==> config.mk <==
export PLATFORM = sky130hd
export DESIGN_NAME = uart_rx_mem
export DESIGN_NICKNAME = d
export VERILOG_FILES = /design/src/rtl/uart_pkg.sv /design/src/rtl/uart_rx_mem_sync_fifo.sv /design/src/rtl/uart_rx_mem.sv
export SDC_FILE = /design/constraint.sdc
export NUM_CORES = 1
export LEC_CHECK = 0
export ABC_AREA = 0
export BUFFER_PORTS_ARGS = -buffer_cell sky130_fd_sc_hd__buf_4
export CORE_MARGIN = 2
export CORE_UTILIZATION = 59
export CTS_CLUSTER_SIZE = 28
export DETAILED_ROUTE_END_ITERATION = 7
export PLACE_DENSITY = 0.8
export SLEW_MARGIN = 30
export SYNTH_ARGS = -nofsm -noshare
export SYNTH_HDL_FRONTEND = slang
export SYNTH_SLANG_ARGS = --single-unit
==> constraint.sdc <==
create_clock -name clk -period 3.6 [get_ports clk]
set_input_delay 0.18 -clock clk [delete_from_list [all_inputs] [get_ports clk]]
set_output_delay 0.18 -clock clk [all_outputs]
set_load 0.01 [all_outputs]
==> src/rtl/uart_pkg.sv <==
// uart_pkg: shared constants for the memory-mapped UART receiver.
//   - register word indices on the 0xffff07xx page
//   - STATUS / DATA / CTRL bit positions
//   - receive FSM state encoding and FIFO entry width
// Optional feature macro: UART_RX_PARITY_EN (adds an even-parity bit per frame).
package uart_pkg;

  localparam logic [5:0] REG_DATA   = 6'd8;
  localparam logic [5:0] REG_STATUS = 6'd9;
  localparam logic [5:0] REG_CTRL   = 6'd10;

  localparam int unsigned STAT_EMPTY = 16;
  localparam int unsigned STAT_FULL  = 17;
  localparam int unsigned STAT_OVR   = 18;
  localparam int unsigned STAT_FERR  = 19;
  localparam int unsigned STAT_PERR  = 20;

  localparam int unsigned DATA_VALID = 8;
  localparam int unsigned DATA_PERR  = 9;

  localparam int unsigned CTRL_CLR_OVR  = 0;
  localparam int unsigned CTRL_CLR_FERR = 1;
  localparam int unsigned CTRL_CLR_PERR = 2;
  localparam int unsigned CTRL_FLUSH    = 3;

`ifdef UART_RX_PARITY_EN
  localparam int unsigned ENTRY_W = 9;
`else
  localparam int unsigned ENTRY_W = 8;
`endif

  typedef enum logic [2:0] {
    ST_IDLE   = 3'd0,
    ST_START  = 3'd1,
    ST_DATA   = 3'd2,
    ST_PARITY = 3'd3,
    ST_STOP   = 3'd4
  } rx_state_e;

endpackage

==> src/rtl/uart_rx_mem_sync_fifo.sv <==
// sync_fifo: single-clock FIFO with push, pop and flush.
//   clk, rst      : clock, async active-high reset
//   push/din      : write an entry (ignored when full or flushing)
//   pop           : drop the head entry (ignored when empty or flushing)
//   flush         : empty the FIFO; beats a simultaneous push/pop
//   head          : current head entry
//   count/empty/full : occupancy
module sync_fifo #(
  parameter int unsigned WIDTH      = 8,
  parameter int unsigned DEPTH_LOG2 = 4
) (
  input  logic                  clk,
  input  logic                  rst,
  input  logic                  push,
  input  logic                  pop,
  input  logic                  flush,
  input  logic [WIDTH-1:0]      din,
  output logic [WIDTH-1:0]      head,
  output logic [DEPTH_LOG2:0]   count,
  output logic                  empty,
  output logic                  full
);

  localparam int unsigned DEPTH = 1 << DEPTH_LOG2;
  localparam logic [DEPTH_LOG2:0] FULL_CNT = (DEPTH_LOG2 + 1)'(DEPTH);

  // Pointers carry one extra wrap bit so full and empty differ at wrap-around.
  logic [DEPTH_LOG2:0] wr_ptr_q, wr_ptr_d;
  logic [DEPTH_LOG2:0] rd_ptr_q, rd_ptr_d;
  logic [WIDTH-1:0]    mem_q [DEPTH];
  logic                wr_en_c;
  logic                rd_en_c;

  assign count   = wr_ptr_q - rd_ptr_q;
  assign empty   = (wr_ptr_q == rd_ptr_q);
  assign full    = (count == FULL_CNT);
  assign head    = mem_q[rd_ptr_q[DEPTH_LOG2-1:0]];
  assign wr_en_c = push && !full && !flush;
  assign rd_en_c = pop && !empty && !flush;

  // Pointer update; flush resets both pointers.
  always_comb begin
    wr_ptr_d = wr_ptr_q;
    rd_ptr_d = rd_ptr_q;
    if (flush) begin
      wr_ptr_d = '0;
      rd_ptr_d = '0;
    end else begin
      if (wr_en_c) wr_ptr_d = wr_ptr_q + (DEPTH_LOG2 + 1)'(1);
      if (rd_en_c) rd_ptr_d = rd_ptr_q + (DEPTH_LOG2 + 1)'(1);
    end
  end

  always_ff @(posedge clk or posedge rst) begin
    if (rst) begin
      wr_ptr_q <= '0;
      rd_ptr_q <= '0;
    end else begin
      wr_ptr_q <= wr_ptr_d;
      rd_ptr_q <= rd_ptr_d;
    end
  end

  // Storage array needs no reset: an entry is only read after it is written.
  always_ff @(posedge clk) begin
    if (wr_en_c) mem_q[wr_ptr_q[DEPTH_LOG2-1:0]] <= din;
  end

endmodule

==> src/rtl/uart_rx_mem.sv <==
// uart_rx_mem: memory-mapped 8N1 UART receiver with a receive FIFO.
//   clk, rst  : system clock, async active-high reset
//   rx        : asynchronous serial input, idles high
//   writeb    : byte write strobes (page-qualified)
//   read      : read strobe (page-qualified)
//   addr      : word address (dmem_addr[7:2])
//   wdata     : write data
//   rdata     : registered read data, valid the cycle after read
// Registers: 8 DATA (pop on read), 9 STATUS, 10 CTRL (write clears/flush).
// Optional feature macro: UART_RX_PARITY_EN (even parity, PERR flag, 9-bit entries).
module uart_rx_mem
  import uart_pkg::*;
#(
  parameter int unsigned CLKS_PER_BIT = 625,
  parameter int unsigned DEPTH_LOG2   = 4
) (
  input  logic        clk,
  input  logic        rst,
  input  logic        rx,
  input  logic [3:0]  writeb,
  input  logic        read,
  input  logic [5:0]  addr,
  input  logic [31:0] wdata,
  output logic [31:0] rdata
);

  localparam int unsigned CNT_W = $clog2(CLKS_PER_BIT);
  localparam logic [CNT_W-1:0] BIT_LAST  = CNT_W'(CLKS_PER_BIT - 1);
  localparam logic [CNT_W-1:0] HALF_LAST = CNT_W'((CLKS_PER_BIT / 2) - 1);

  // Synchroniser
  logic rx_meta_q, rx_meta_d;
  logic rx_sync_q, rx_sync_d;

  // Receive FSM
  rx_state_e        state_q, state_d;
  logic [CNT_W-1:0] clk_cnt_q, clk_cnt_d;
  logic [2:0]       bit_cnt_q, bit_cnt_d;
  logic [7:0]       shift_q, shift_d;
  logic             wait_high_q, wait_high_d;

  // Sticky flags and read data
  logic        ovr_q, ovr_d;
  logic        ferr_q, ferr_d;
  logic [31:0] rdata_q, rdata_d;

  logic push_c, ovr_set_c, ferr_set_c;
  logic rd_data_c, ctrl_wr_c, pop_c, flush_c;
  logic [ENTRY_W-1:0]  push_data_c;
  logic [ENTRY_W-1:0]  head;
  logic [DEPTH_LOG2:0] fifo_count;
  logic                fifo_empty, fifo_full;
  logic                unused_c;

`ifdef UART_RX_PARITY_EN
  logic par_err_q, par_err_d;
  logic perr_q, perr_d;
  logic perr_set_c;
  assign push_data_c = {par_err_q, shift_q};
`else
  assign push_data_c = shift_q;
`endif

  assign rd_data_c = read && (addr == REG_DATA);
  assign ctrl_wr_c = writeb[0] && (addr == REG_CTRL);
  assign pop_c     = rd_data_c && !fifo_empty;
  assign flush_c   = ctrl_wr_c && wdata[CTRL_FLUSH];
  assign rdata     = rdata_q;
  assign unused_c  = ^{writeb[3:1], wdata[31:4], wdata[2]};

  sync_fifo #(
    .WIDTH      (ENTRY_W),
    .DEPTH_LOG2 (DEPTH_LOG2)
  ) u_fifo (
    .clk   (clk),
    .rst   (rst),
    .push  (push_c),
    .pop   (pop_c),
    .flush (flush_c),
    .din   (push_data_c),
    .head  (head),
    .count (fifo_count),
    .empty (fifo_empty),
    .full  (fifo_full)
  );

  // Receive FSM next-state: sample mid-bit, LSB first.
  always_comb begin
    rx_meta_d   = rx;
    rx_sync_d   = rx_meta_q;
    state_d     = state_q;
    clk_cnt_d   = clk_cnt_q;
    bit_cnt_d   = bit_cnt_q;
    shift_d     = shift_q;
    wait_high_d = wait_high_q;
    push_c      = 1'b0;
    ovr_set_c   = 1'b0;
    ferr_set_c  = 1'b0;
`ifdef UART_RX_PARITY_EN
    par_err_d   = par_err_q;
    perr_set_c  = 1'b0;
`endif
    case (state_q)
      ST_IDLE: begin
        clk_cnt_d = '0;
        bit_cnt_d = '0;
        if (!rx_sync_q) state_d = ST_START;
      end
      ST_START: begin
        if (clk_cnt_q == HALF_LAST) begin
          clk_cnt_d = '0;
          // A high line at mid-start is a glitch.
          state_d   = rx_sync_q ? ST_IDLE : ST_DATA;
        end else begin
          clk_cnt_d = clk_cnt_q + CNT_W'(1);
        end
      end
      ST_DATA: begin
        if (clk_cnt_q == BIT_LAST) begin
          clk_cnt_d = '0;
          shift_d   = {rx_sync_q, shift_q[7:1]};
          bit_cnt_d = bit_cnt_q + 3'd1;
          if (bit_cnt_q == 3'd7) begin
`ifdef UART_RX_PARITY_EN
            state_d = ST_PARITY;
`else
            state_d = ST_STOP;
`endif
          end
        end else begin
          clk_cnt_d = clk_cnt_q + CNT_W'(1);
        end
      end
`ifdef UART_RX_PARITY_EN
      ST_PARITY: begin
        if (clk_cnt_q == BIT_LAST) begin
          clk_cnt_d  = '0;
          par_err_d  = rx_sync_q != (^shift_q);
          perr_set_c = rx_sync_q != (^shift_q);
          state_d    = ST_STOP;
        end else begin
          clk_cnt_d = clk_cnt_q + CNT_W'(1);
        end
      end
`endif
      ST_STOP: begin
        if (wait_high_q) begin
          // After a framing error, hold off until the line is idle again.
          if (rx_sync_q) begin
            wait_high_d = 1'b0;
            state_d     = ST_IDLE;
          end
        end else if (clk_cnt_q == BIT_LAST) begin
          clk_cnt_d = '0;
          if (rx_sync_q) begin
            push_c    = !fifo_full;
            ovr_set_c = fifo_full;
            state_d   = ST_IDLE;
          end else begin
            ferr_set_c  = 1'b1;
            wait_high_d = 1'b1;
          end
        end else begin
          clk_cnt_d = clk_cnt_q + CNT_W'(1);
        end
      end
      default: state_d = ST_IDLE;
    endcase
  end

  // Sticky flags: a set in the same cycle as a clear wins.
  always_comb begin
    ovr_d  = ovr_q;
    ferr_d = ferr_q;
    if (ctrl_wr_c && wdata[CTRL_CLR_OVR])  ovr_d  = 1'b0;
    if (ctrl_wr_c && wdata[CTRL_CLR_FERR]) ferr_d = 1'b0;
    if (ovr_set_c)  ovr_d  = 1'b1;
    if (ferr_set_c) ferr_d = 1'b1;
`ifdef UART_RX_PARITY_EN
    perr_d = perr_q;
    if (ctrl_wr_c && wdata[CTRL_CLR_PERR]) perr_d = 1'b0;
    if (perr_set_c) perr_d = 1'b1;
`endif
  end

  // Read data mux, captured on the read cycle.
  always_comb begin
    rdata_d = rdata_q;
    if (read) begin
      rdata_d = '0;
      case (addr)
        REG_DATA: begin
          if (!fifo_empty) begin
            rdata_d[7:0]        = head[7:0];
            rdata_d[DATA_VALID] = 1'b1;
`ifdef UART_RX_PARITY_EN
            rdata_d[DATA_PERR]  = head[8];
`endif
          end
        end
        REG_STATUS: begin
          rdata_d[DEPTH_LOG2:0] = fifo_count;
          rdata_d[STAT_EMPTY]   = fifo_empty;
          rdata_d[STAT_FULL]    = fifo_full;
          rdata_d[STAT_OVR]     = ovr_q;
          rdata_d[STAT_FERR]    = ferr_q;
`ifdef UART_RX_PARITY_EN
          rdata_d[STAT_PERR]    = perr_q;
`endif
        end
        default: rdata_d = '0;
      endcase
    end
  end

  always_ff @(posedge clk or posedge rst) begin
    if (rst) begin
      rx_meta_q   <= 1'b1;
      rx_sync_q   <= 1'b1;
      state_q     <= ST_IDLE;
      clk_cnt_q   <= '0;
      bit_cnt_q   <= '0;
      shift_q     <= '0;
      wait_high_q <= 1'b0;
      ovr_q       <= 1'b0;
      ferr_q      <= 1'b0;
      rdata_q     <= '0;
`ifdef UART_RX_PARITY_EN
      par_err_q   <= 1'b0;
      perr_q      <= 1'b0;
`endif
    end else begin
      rx_meta_q   <= rx_meta_d;
      rx_sync_q   <= rx_sync_d;
      state_q     <= state_d;
      clk_cnt_q   <= clk_cnt_d;
      bit_cnt_q   <= bit_cnt_d;
      shift_q     <= shift_d;
      wait_high_q <= wait_high_d;
      ovr_q       <= ovr_d;
      ferr_q      <= ferr_d;
      rdata_q     <= rdata_d;
`ifdef UART_RX_PARITY_EN
      par_err_q   <= par_err_d;
      perr_q      <= perr_d;
`endif
    end
  end

endmodule

**Word-level counts from Yosys, hierarchy flattened**

Memories as Yosys holds them, arrays and structs flattened.
Index checks and enable logic that the tools add are counted.

- Register bits after elaboration: 52
- Memory bits (writable): 128
- Memories kept: 1

Memories:

| name | words | bits a word | rd ports | clocked after memory_dff | write ports | line | RTL |
|---|---|---|---|---|---|---|---|
| u_fifo.mem_q | 16 | 8 | 1 | 0 | 1 | uart_rx_mem_sync_fifo.sv:30 | `logic [WIDTH-1:0] mem_q [DEPTH];` |

- Reduce and logical (&&, ||, !) cells: 24
- Multiplexer cells: 42
- Eq/ne operators: 17
- Add/sub/neg operators: 5

Operators by type and width:

| kind | number |
|---|---|
| case mux 10 bit (4 select lines) | 1 |
| 2-to-1 mux 10 bit | 3 |
| 2-to-1 mux 3 bit | 8 |
| 2-to-1 mux 5 bit | 4 |
| 2-to-1 mux 1 bit | 19 |
| equality test 6 x 4 -> 1 bit, second input constant | 3 |
| case mux 3 bit (4 select lines) | 1 |
| adder 10 x 1 -> 10 bit, second input constant | 1 |
| adder 5 x 1 -> 5 bit, second input constant | 2 |
| equality test 10 bit, second input constant | 1 |
| equality test 10 x 9 -> 1 bit, second input constant | 1 |
| logical AND 1 bit | 10 |
| inequality test 2 bit, second input constant | 5 |
| case mux 5 bit (2 select lines) | 1 |
| nonzero test 2 bit | 5 |
| 2-to-1 mux 9 bit | 1 |
| 2-to-1 mux 4 bit | 2 |
| equality test 3 bit, second input constant | 2 |
| case mux 3 bit (2 select lines) | 1 |
| AND reduction 2 bit | 3 |
| equality test 5 bit | 1 |
| equality test 5 bit, second input constant | 1 |
| AND reduction 5 bit | 1 |
| subtractor 5 bit | 1 |
| other kinds (8) | 10 |

**Logic depth before layout (Yosys ltp)**

- Depth after elaboration: 11
- Mapped depth: 10
- Depth with buffers taken out: 9

**Cells and area by module**

From an unflattened synthesis, not the netlist that was laid out.

- Cells, all modules: 527
- Area, all modules: 7895.1 µm²

By module, submodules not included:

| module | instances | sequential area each (µm²) | cells an instance | area each (µm²) |
|---|---|---|---|---|
| sync_fifo | 1 | 4093.9 | 328 | 5769.3 |
| uart_rx_mem | 1 | 1053.5 | 199 | 2125.8 |

**Worst setup path before layout**

No wires, ideal clock.

- Path type: flip-flop to flip-flop
- From: reg u_fifo.rd_ptr_q[2]
- To: mem u_fifo.mem_q[15][0], enable pin
- Data required time: 3.205 ns
- Library setup time: 0.395 ns
- Clock period less this slack: 3.238 ns
- Cell stages (with the launch flop): 10
- Setup slack: 0.362 ns
- Data arrival time: 2.843 ns
- Cell sequence: dfrtp_1 -> clkbuf_1 -> inv_1 -> ha_1 -> a21oi_1 -> nand2_1 -> xor2_1 -> o31ai_2 -> buf_2 -> nor4_1

- Cells in the longest elaborated chain, start to end: 11

RTL lines:

| what | line | RTL |
|---|---|---|
| from (decl) | uart_rx_mem_sync_fifo.sv:29 | `logic [DEPTH_LOG2:0] rd_ptr_q, rd_ptr_d;` |
| from (signal assigned) | uart_rx_mem_sync_fifo.sv:60 | `rd_ptr_q <= rd_ptr_d;` |
| subtractor 5 bit * | uart_rx_mem_sync_fifo.sv:34 | `assign count = wr_ptr_q - rd_ptr_q;` |
| equality test 5 bit * | uart_rx_mem_sync_fifo.sv:36 | `assign full = (count == FULL_CNT);` |
| logical NOT 1 bit * | uart_rx_mem_sync_fifo.sv:38, uart_rx_mem.sv:156 |  |
| 2-to-1 mux 1 bit | uart_rx_mem.sv:155 | `if (rx_sync_q) begin` |
| 2-to-1 mux 1 bit | uart_rx_mem.sv:153 | `end else if (clk_cnt_q == BIT_LAST) begin` |
| 2-to-1 mux 1 bit | uart_rx_mem.sv:147 | `if (wait_high_q) begin` |
| 2-to-1 mux 1 bit | uart_rx_mem.sv:103 | `case (state_q)` |
| logical AND 1 bit * (2 in series) | uart_rx_mem_sync_fifo.sv:38 | `assign wr_en_c = push && !full && !flush;` |
| 2-to-1 mux 1 bit * | uart_rx_mem_sync_fifo.sv:66 | `if (wr_en_c) mem_q[wr_ptr_q[DEPTH_LOG2-1:0]] <= din;` |
| 2-to-1 mux 1 bit (not written as such) * | uart_rx_mem_sync_fifo.sv:66 |  |
| to (decl) | uart_rx_mem_sync_fifo.sv:30 |  |

Every way passes the cells marked *; elsewhere a longest branch is shown, timed or not.

**Worst setup path after layout**

- From: reg u_fifo.rd_ptr_q[1]
- To: mem u_fifo.mem_q[1][4], enable pin

Same word-level chain as after synthesis.

==> flow_summary.ini <==
[run]
drv_cap = 0

[route]
wl_met3_microns = 720
dr_wl_met2_microns = 7930
num_vias = 4455
ant_nets = 0
detail_route.first_pass.iterations = 5
vias_per_cell = 5.89
drc_errors = 0
post_drt_wl_per_cell_microns = 20.6
drt_wl_total_microns = 15600
highest_layer = met4
drt-met1-wl_microns = 6570
first_iter_violations = 420

[sta]
tightestPinTransition_ns = 0.684
setup_viol = 0
timing.fmax_ghz = 0.295
grt_setup_unrepaired = no
finalCriticalPeriod_ns = 3.39
slew_viol_final = 0
finalClockSkew_ns = 0.00785
hold-worst-slack_ns = 0.0507
relSlewSlack = 0.544
setup-tns-final_ns = 0
hold_viol = 0
fin_crit_sh = 0.942

[worst_hold_path]
hold_class = in2reg
hold_depth = 4
hp-start = wdata[1]
min_to = ferr_q

[clock_network]
cts_tree = done
clockRootBuffer = clkbuf_16
path_clk_slew_ns = 0.06
clockBufferDepth = 2
htree_levels = 4
post_cts_buffers = 0
insertion_delay_ns = 0.42
numClockSinks = 180
numCtsBuffers = 17

[synth]
yosysWarnings = 0
synthCells = 530
ys_async_sr_fraction = 0.289
synth-edff-count = 128
synth-seq-area-share = 0.656
synth_cell_types = 54
ys.flop_type = edfxtp_1
synth_area_sq_um = 7850
synth-seq-cells = 180
synth.avg_cell_area_sq_um = 14.8

[setup_path]
cp_max_fo = 12
cpMaxStageDelayCell = dfrtp_1
criticalPathCategory = reg2reg
critical_path_arrival_ns = 3.46
reg2reg_slack_ns = 0.21
worstReg2RegStart = u_fifo.rd_ptr_q[1]
end_kind = flop
critPathLaunchType = flop
required_ns = 3.67
max_stage_delay_ns = 0.64
r2r_cells = 8
r2r-end = u_fifo.mem_q[1][4]
worst-path-buf-inv = 1
crit_family = simple AND/OR/NAND/NOR gates
crit_chain = clkinv_1 -> ha_1 -> nand3b_1 -> nand2_1 -> xor2_1 -> o31ai_2 -> nor4_2 -> and2_1

[place]
place_congestion = 0.864
io_buffers = 26
dp_hpwl_microns = 10100

[floorplan]
die_w_microns = 119
core-area_sq_um = 13100
rows = 42
io_pins = 78
initial_core_util = 0.597
die_h_microns = 119
fp.dieArea_sq_um = 14200

[pwr]
p_seq_frac = 0.510
p_per_area_nw_per_um2 = 497
switching_share = 0.208
ir_drop_mv = 0.341
p_leak_nw = 3.55
p_int_mw = 3.48
p_clk_frac = 0.426
switchingPower_mw = 0.915
comb_power_share = 0.063

[finish]
final_common_cell = edfxtp_1
fin_nets = 628
syn2layout_area_growth_pct = 12.8
layout_common_cells = 128 x edfxtp_1, 52 x nand2_1, 49 x dfrtp_1
antenna_cells = 0
drive_gt1_frac = 0.208

[grt]
grt_overflow = 0
grt_pass1_wl_microns = 25000
antenna_found_initial = 0
grt_max_degree = 36
grtUsageTotal = 0.238
grt_pass1_vias = 4637

[outcome]
outcome = finished, final reports clean
-- cell families after synthesis --
logic type,share of synthesized area
compound gates,0.0451
xor+xnor,0.0190
fa+ha+maj,0.0233
buf+inv,0.0435
flops,0.656
mux,0.113
other cells,0.000478
simple gates,0.0992
-- how the worst max path moves through the flow --
stage | cells after the start | end | from | slack, ns
5_1_grt | 8 | u_fifo.mem_q[2][6] | u_fifo.rd_ptr_q[1] | 0.06
2_1_floorplan | 9 | u_fifo.mem_q[15][0] | u_fifo.rd_ptr_q[2] | 0.36
3_5_place_dp | 8 | u_fifo.mem_q[1][6] | u_fifo.rd_ptr_q[1] | 0.37
6_report | 8 | u_fifo.mem_q[1][4] | u_fifo.rd_ptr_q[1] | 0.21
3_3_place_gp | 8 | u_fifo.mem_q[0][6] | u_fifo.rd_ptr_q[1] | 0.48
4_1_cts | 8 | u_fifo.mem_q[1][5] | u_fifo.rd_ptr_q[1] | 0.25
-- power by group through the flow --
stage	Clock, mW	Combinational [mW]	Sequential, mW
floorplan	0	0.226	2.28
global placement	0	0.267	2.28
finish	1.87	0.278	2.24
global route	1.98	0.306	2.25
detailed placement	0	0.278	2.29
CTS	1.89	0.283	2.24
-- metrics by stage --
step / power, mW / cell area, sq um / util / setup WS, ns / cells
2_1_floorplan: 2.50 / 7910 / - / 0.362 / 548
6_report: 4.40 / 8850 / 0.674 / 0.209 / 757
3_5_place_dp: 2.56 / 8230 / 0.627 / 0.370 / 723
3_3_place_gp: 2.55 / 8230 / 0.627 / 0.476 / 723
5_1_grt: 4.53 / 8850 / 0.674 / 0.0555 / 757
4_1_cts: 4.42 / 8850 / 0.674 / 0.245 / 757
-- layer usage --
metal / track usage / up-vias
met5: 0 / -
met4: 0.104 / 0
met3: 0.0460 / 25
met2: 0.392 / 156
met1: 0.314 / 2265
li1: - / 2009
-- tightest hold or removal path, cell delays in order --
cell and delay [ns]:
buf_4 0.08, nand2_1 0.04, nand2_1 0.06, o31ai_1 0.07
-- synthesized netlist by cell type (3+ instances only) --
master,instances,area [sq um]
dfrtp_1,50,1250
clkbuf_1,9,33.8
nor3_1,4,20.0
inv_1,21,78.8
edfxtp_1,128,3840
mux4_2,32,721
buf_4,19,143
nor2_1,28,105
nand2_1,52,195
nand3_1,12,60.1
xor2_1,8,70.1
nor4_1,3,18.8
mux2_2,6,67.6
buf_2,12,60.1
o21ai_0,26,130
and3_1,3,18.8
xnor2_1,9,78.8
ha_1,13,163
or3_1,5,31.3
o22ai_1,6,37.5
and2_1,16,100
mux2_4,4,60.1
a21oi_1,22,110
mux2i_1,4,40.0
-- state kept, by name, indices dropped and copies added, names as in the netlist, 3 cells and up --
signal,cells
u_fifo.rd_ptr_q,5
u_fifo.mem_q,128
u_fifo.wr_ptr_q,5
bit_cnt_q,3
rdata,13
push_data_c,8
state_q,3
clk_cnt_q,10
-- what timing repair did --
| action | CTS | global route |
|---|---|---|
| hold buffers | 2 | 0 |
| gates resized for setup | 0 | 0 |
| endpoints found under the setup margin | 0 | 0 |
| endpoints found under the hold margin | 25 | 0 |
-- layout make-up --
| cell class | count | area, sq um |
|---|---|---|
| inverter | 22 | 82.6 |
| timing repair buffer | 43 | 378 |
| tap | 176 | 220 |
| clock buffer | 20 | 437 |
| fill | 842 | 4290 |
| sequential | 180 | 5150 |
| clock inverter | 12 | 161 |
| multi-input combinational | 304 | 2420 |
No activity file was read; power rests on OpenSTA's default activity.
